<file path="src/rtl/ct_f_spsram_1024x59_ctrl.sv">
// Request/response front end for the 1024x59 single-port SRAM: power-up clear,
// valid/ready requests mapped to CEN/GWEN/WEN, reads returned through a 3-entry FIFO.
module ct_f_spsram_1024x59_ctrl #(
    parameter int ADDR_WIDTH = 10,
    parameter int DATA_WIDTH = 59,
    parameter logic [DATA_WIDTH-1:0] INIT_VALUE = '0
) (
    input  logic                  CLK,
    input  logic                  RST,
    input  logic                  req_vld,
    output logic                  req_rdy,
    input  logic                  req_wr,
    input  logic [ADDR_WIDTH-1:0] req_addr,
    input  logic [DATA_WIDTH-1:0] req_wdata,
    input  logic [DATA_WIDTH-1:0] req_wmask,
    output logic                  rsp_vld,
    input  logic                  rsp_rdy,
    output logic [DATA_WIDTH-1:0] rsp_rdata,
    output logic                  init_done,
    output logic [ADDR_WIDTH-1:0] A,
    output logic                  CEN,
    output logic                  GWEN,
    output logic [DATA_WIDTH-1:0] WEN,
    output logic [DATA_WIDTH-1:0] D,
    input  logic [DATA_WIDTH-1:0] Q
);

    // state   | meaning
    // ST_INIT | writing INIT_VALUE to every address, requests blocked
    // ST_RUN  | serving requests
    typedef enum logic {ST_INIT, ST_RUN} state_t;

    localparam logic [ADDR_WIDTH-1:0] ADDR_ONE = 1;

    state_t                  state;
    logic [ADDR_WIDTH-1:0]   init_cnt;
    logic                    inflight;
    logic [1:0]              fifo_cnt;
    logic [1:0]              wr_ptr;
    logic [1:0]              rd_ptr;
    logic [DATA_WIDTH-1:0]   fifo_mem [0:2];
    logic [2:0]              occupancy;
    logic                    req_fire;
    logic                    rd_fire;
    logic                    push;
    logic                    pop;

    // Read admission looks only at registered occupancy, keeping rsp_rdy off the req_rdy path.
    assign occupancy = {1'b0, fifo_cnt} + {2'b00, inflight};
    assign req_rdy   = (state == ST_RUN) && (req_wr || (occupancy < 3'd3));
    assign req_fire  = req_vld && req_rdy;
    assign rd_fire   = req_fire && !req_wr;
    assign push      = inflight;
    assign rsp_vld   = (fifo_cnt != 2'd0);
    assign pop       = rsp_vld && rsp_rdy;
    assign rsp_rdata = fifo_mem[rd_ptr];

    always_ff @(posedge CLK or posedge RST) begin
        if (RST) begin
            state     <= ST_INIT;
            init_cnt  <= '0;
            init_done <= 1'b0;
        end else begin
            case (state)
                ST_INIT: begin
                    init_cnt <= init_cnt + ADDR_ONE;
                    if (&init_cnt) begin
                        state     <= ST_RUN;
                        init_done <= 1'b1;
                    end
                end
                ST_RUN:  init_done <= 1'b1;
                default: state <= ST_INIT;
            endcase
        end
    end

    // SRAM pins stay idle while RST is held, even though the state already reads INIT.
    always_comb begin
        CEN  = 1'b1;
        GWEN = 1'b1;
        WEN  = '1;
        A    = req_addr;
        D    = req_wdata;
        if (RST) begin
            A = '0;
            D = '0;
        end else if (state == ST_INIT) begin
            CEN  = 1'b0;
            GWEN = 1'b0;
            WEN  = '0;
            A    = init_cnt;
            D    = INIT_VALUE;
        end else if (req_fire) begin
            CEN = 1'b0;
            if (req_wr) begin
                GWEN = 1'b0;
                WEN  = ~req_wmask;
            end
        end
    end

    always_ff @(posedge CLK or posedge RST) begin
        if (RST) begin
            inflight <= 1'b0;
            fifo_cnt <= 2'd0;
            wr_ptr   <= 2'd0;
            rd_ptr   <= 2'd0;
            for (int i = 0; i < 3; i++) begin
                fifo_mem[i] <= '0;
            end
        end else begin
            inflight <= rd_fire;
            if (push) begin
                fifo_mem[wr_ptr] <= Q;
                wr_ptr           <= (wr_ptr == 2'd2) ? 2'd0 : wr_ptr + 2'd1;
            end
            if (pop) begin
                rd_ptr <= (rd_ptr == 2'd2) ? 2'd0 : rd_ptr + 2'd1;
            end
            fifo_cnt <= fifo_cnt + {1'b0, push} - {1'b0, pop};
        end
    end

endmodule

</file>
<file path="config.mk">
export PLATFORM = sky130hd
export DESIGN_NAME = ct_f_spsram_1024x59_ctrl
export DESIGN_NICKNAME = d
export VERILOG_FILES = /design/src/rtl/ct_f_spsram_1024x59_ctrl.sv
export SDC_FILE = /design/constraint.sdc
export NUM_CORES = 1
export LEC_CHECK = 0
export CAP_MARGIN = 20
export CORE_MARGIN = 5
export CORE_UTILIZATION = 40
export CTS_CLUSTER_DIAMETER = 150
export DETAILED_ROUTE_END_ITERATION = 8
export PLACE_DENSITY = 0.87
export REMOVE_ABC_BUFFERS = 1
export SYNTH_ARGS = -nofsm -noshare
export SYNTH_HDL_FRONTEND = slang
export SYNTH_SLANG_ARGS = --single-unit
</file>
<file path="constraint.sdc">
create_clock -name CLK -period 8.6 [get_ports CLK]
set_input_delay 0.86 -clock CLK [delete_from_list [all_inputs] [get_ports CLK]]
set_output_delay 0.86 -clock CLK [all_outputs]
set_load 0.05 [all_outputs]
</file>
; ---- Word-level counts from Yosys, hierarchy flattened
; Cells that the tools add are included.
[op_classes]
add_sub_neg = 6
bitwise = 4
eq_ne = 3
n_mux = 27
magnitude_cmp = 4
n_div = 0
n_shift = 0
reduce_logical = 9
mul = 0
[ops]
columns = operator, n
row1 = $mux W59, 9
row2 = $bwmux W177, 1
row3 = $bmux W59 S2, 1
row4 = $demux W59 S2, 1
row5 = $not A59 Y59, 1
row6 = $mux W10, 2
row7 = $add A10 B1 Y10 const B, 1
row8 = $mux W1, 10
row9 = $reduce_and A10 Y1, 1
row10 = $ge A3 B3 Y1 const B, 2
row11 = $not A2 Y3, 2
row12 = $logic_and A1 B1 Y1, 5
row13 = $add A2 B1 Y2 const B, 2
row14 = $eq A2 B2 Y1 const B, 2
row15 = $mux W2, 2
row16 = $add A2 B1 Y3, 1
row17 = $lt A3 B1 Y1 const B, 1
row18 = $lt A3 B2 Y1 const B, 1
row19 = $add A2 B1 Y2, 1
row20 = $ne A2 B2 Y1 const B, 1
row21 = $pmux W1 S2, 1
row22 = $reduce_bool A2 Y1, 1
row23 = $sub A2 B1 Y2, 1
row24 = $logic_not A1 Y1, 1
row25 = 2 further kinds, 2
[word_totals]
memories = 0
ramBits = 0
input_bits = 192
elab_cells = 63
ff_bits = 196
mem_bits_ro = 0
latch_bits = 0

; ---- Longest topological paths before layout
[logic_depth]
depth_word = 8
mapped_depth = 7

; ---- Least setup slack after synthesis
; OpenSTA, ideal clock, no wires.
[synth_path]
path_type = in2out
from = input port RST
to = output port WEN[33]
stages = 4
n_path_buf = 2
t_arrival_ns = 10.359
setup_slack_ns = -2.619
path_cell_list = inv_1 > clkbuf_1 > clkbuf_1 > o21ai_0
[synth_via]
elab_chain_len = 1
[synth_lines]
columns = element, line
row1 = start: declaration, 9  ; input logic RST,
row2 = $mux W59, 85  ; if (RST) begin
row3 = end: declaration, 23  ; output logic [DATA_WIDTH-1:0] WEN,
; No other way between the ends.

; ---- Worst setup path in the final report
[layout_path]
from = register rd_ptr[0]
to = output port rsp_rdata[53]
[layout_via]
elab_chain_len = 4
[layout_lines]
columns = element, line
row1 = start: declaration, 40  ; logic [1:0] rd_ptr;
row2 = start signal: assignment, 119  ; rd_ptr <= (rd_ptr == 2'd2) ? 2'd0 : rd_ptr + 2'd1;
row3 = $not A2 Y3 (not written as such), 56  ; assign rsp_rdata = fifo_mem[rd_ptr];
row4 = $bmux W59 S2, 56
row5 = $mux W59 (not written as such) (2 in a row), 56
row6 = end: declaration, 18  ; output logic [DATA_WIDTH-1:0] rsp_rdata,
; No other way between the ends. The select of a mux whose other input is x is not followed.

==> metrics.log <==
INFO  metric outcome = complete, no violations
INFO  metric wirelength = 29.8 mm
INFO  metric finalWorstSetupSlack = 4290 ps
INFO  metric rsz0062_at_grt = no
INFO  metric resized_cells_post_cts = 0
INFO  metric die_width = 168 um
INFO  metric dp_worst_setup_slack = 4490 ps
INFO  metric grt_use_total = 0.206
INFO  metric hpwl = 20.8 mm
INFO  metric worst_ep_arrival_time = 3450 ps
INFO  metric netlist.area_leader.share = 0.492
INFO  metric detailedRoute.firstIterationViolations = 373
INFO  metric crit_path_max_incr_delay = 870 ps
INFO  metric clk_latency = 430 ps
INFO  metric most_repeated_cell_in_the_gate_level_netlist_after_synthesis = dfrtp_1
INFO  metric path_depth = 5
INFO  metric crit_path_max_fanout = 31
INFO  metric sw_frac_of_total = 0.408
INFO  metric routed_wire_length_per_instance = 19.0 um
INFO  metric via_count_of_the_first_global_routing_pass = 8439
INFO  metric maxCapViolations = 0
INFO  metric final_max_slew_viol_count = 0
INFO  metric power.switching = 1.32 mW
INFO  metric final_hold_violating_endpoints = 0
INFO  metric skew = 13.8 ps
INFO  metric cts-buffers-inserted = 17
INFO  metric design.final.nets = 1425
INFO  metric yosys_warnings = 0
INFO  metric grt_pass1_wl = 46.9 mm
INFO  metric max-vdd-ir-drop = 0.172 mV
INFO  metric holdBufCountCts = 0
INFO  metric initial_cell_density_of_the_core = 0.408
INFO  metric cts_root_buffer = clkbuf_16
INFO  metric placeableCoreArea = 24500 um^2
INFO  metric post_synth_inst_count = 893
INFO  metric post_cts.repair.setup_buffers = 0
INFO  metric synth_enable_flop_cells = 0
INFO  metric drt_pass1_iterations = 4
INFO  metric grt.overflow.total = 0
INFO  metric netlist_top_cells_area = dfrtp_1, mux2_2, and3_1, mux2i_1, o21ai_0
INFO  metric cp_data_required_time = 7740 ps
INFO  metric antenna_found_initial = 2
INFO  metric sequentialPowerShare = 0.312
INFO  metric comb_power_share = 0.425
INFO  metric tritoncts = done
INFO  metric power.density = 220 nW/um^2
INFO  metric die_height = 168 um
INFO  metric cp_num_buf_inv = 2
INFO  metric timing.final.crit_share = 0.501
INFO  metric maximum_number_of_buffers_from_clock_root_to_sink = 2
INFO  metric ant_nets = 0
INFO  metric num_rows = 57
INFO  metric synth.ff_latch_count = 196
INFO  metric hold_class = register to register
INFO  metric fp.dieArea = 28200 um^2
INFO  metric syn_avg_cell_area = 11.2 um^2
INFO  metric post_synth_instance_area = 9970 um^2
INFO  metric clock_sinks = 196
INFO  metric grt_max_degree = 152
INFO  metric dominantRegCellSynth = dfrtp_1
INFO  metric gpl.final_weighted_congestion = 0.854
INFO  metric critPathLaunchType = register
INFO  metric htree_levels = 4
INFO  metric cellInternalPower = 1.91 mW
INFO  metric instances_no_fill = 1567
INFO  metric top_level_ports = 384
INFO  metric critPathSlowestCell = clkdlybuf4s50_1
INFO  metric cp_cell_sequence = nor2b_4 -> buf_4 -> nand2_1 -> o21ai_0 -> clkdlybuf4s50_1
INFO  metric syn_to_final_growth = 47.5%
INFO  metric viasPerCell = 5.22
INFO  metric clkSlewWorstSetupHoldPaths = 80 ps
INFO  metric routed-via-count = 8183
INFO  metric power.total = 3.23 mW
INFO  metric netlist.top_cell.by_area = dfrtp_1
INFO  metric layout-drive-gt1-share = 0.189
INFO  metric final_period_minus_worst_setup_slack = 4310 ps
INFO  metric place_inst = 1530
INFO  metric actual_transition_at_the_worst_max_transition_pin = 1010 ps
INFO  metric power_leakage = 6.57 nW
INFO  metric timing.slew.headroom = 0.324
INFO  metric crit_type = register to output port
INFO  metric worst_case_reg_to_reg_path_depth = 4
INFO  metric clkPwrFrac = 0.263
INFO  metric drc = 0
INFO  metric ys_async_sr_fraction = 1.00
INFO  metric post_synth_most_frequent_cells = dfrtp_1, mux2_2, o21ai_0, and3_1, mux2i_1
INFO  metric setup-violations-final = 0
INFO  metric path_delay_family = buffers and inverters
INFO  metric worst_hold_path.num_cells = 2
INFO  metric placement.io_buffers = 383
INFO  metric worstSetupEndpointType = output port
INFO  metric max_clock_freq = 0.232 GHz
INFO  metric fin_util = 0.601
INFO  metric ys_types = 31
INFO  metric synth-seq-area-share = 0.492
## area by class of cell
type / instances / area (um^2)
Multi-Input combinational cell: 607 / 4720
Clock inverter: 15 / 211
Clock buffer: 17 / 425
Timing Repair Buffer: 397 / 3990
Inverter: 9 / 41.3
Sequential cell: 196 / 4910
Antenna cell: 2 / 5.00
Fill cell: 1935 / 9760
Tap cell: 324 / 405
## per-stage QoR
stage	TNS, ps	cell area (um^2)	hold slack (ps)
CTS	0	14600	480
detailed placement	0	14000	460
global route	0	14700	516
finish	0	14700	478
global placement	0	14000	453
floorplan	-76310	9630	463
## cell families (layout without fill, tap and decap cells)
logic type	count (synthesis)	count (layout)	synth area share
mux	246	246	0.273
simple gates	217	217	0.116
flops	196	196	0.492
compound gates	128	128	0.0653
buf+inv	90	438	0.0377
xor+xnor	11	11	0.00966
fa+ha+maj	5	5	0.00628
other cells	0	2	0
## worst reg2reg max path, stage by stage, from the launching register on
cell and delay (ps):
dfrtp_1 490, inv_2 80, or3_2 790, buf_4 460, mux2_4 380
## registers in the layout, summed over array words and instances, names as in the netlist
name,flops
fifo_mem,177
init_cnt,10
fifo_cnt,2
rd_ptr,2
wr_ptr,2
inflight,1
init_done,1
state,1
## power by group through the flow
stage                     logic [mW]  registers, mW  clock network, mW
after floorplan                0.827           1.06                  0
after global placement          1.37           1.03                  0
after detailed placement        1.38           1.03                  0
after CTS                       1.38           1.01              0.869
after global routing            1.44           1.02              0.918
final                           1.38           1.01              0.850
## cells in the final DEF, fill, tap and decap left out, drive strengths merged, types with 5 or more instances in the layout
cell type / n
o21ai: 122
ha: 5
clkdlybuf4s50: 383
clkbuf: 17
nor2: 13
nand2: 67
mux2i: 68
xnor2: 9
inv: 17
mux2: 178
buf: 14
dfrtp: 196
and3: 120
## final timing paths
kind	slack, ps	startpoint	end
max in group asynchronous	6280	RST	fifo_mem[124]
setup / recovery	4290	rd_ptr[0]	rsp_rdata[53]
setup reg to reg	6290	inflight	fifo_mem[22]
min in group asynchronous	1220	RST	init_cnt[9]
hold reg to reg	480	init_done	init_done
hold / removal	480	init_done	init_done
## metal layers
layer  share of wire  wire length, um  track usage
met3           0.065             1940       0.0598
met1            0.41            12300        0.256
met4           0.026              762       0.0632
met5               0                0            0
met2            0.50            14800        0.349
(Power assumes the default switching activity.)
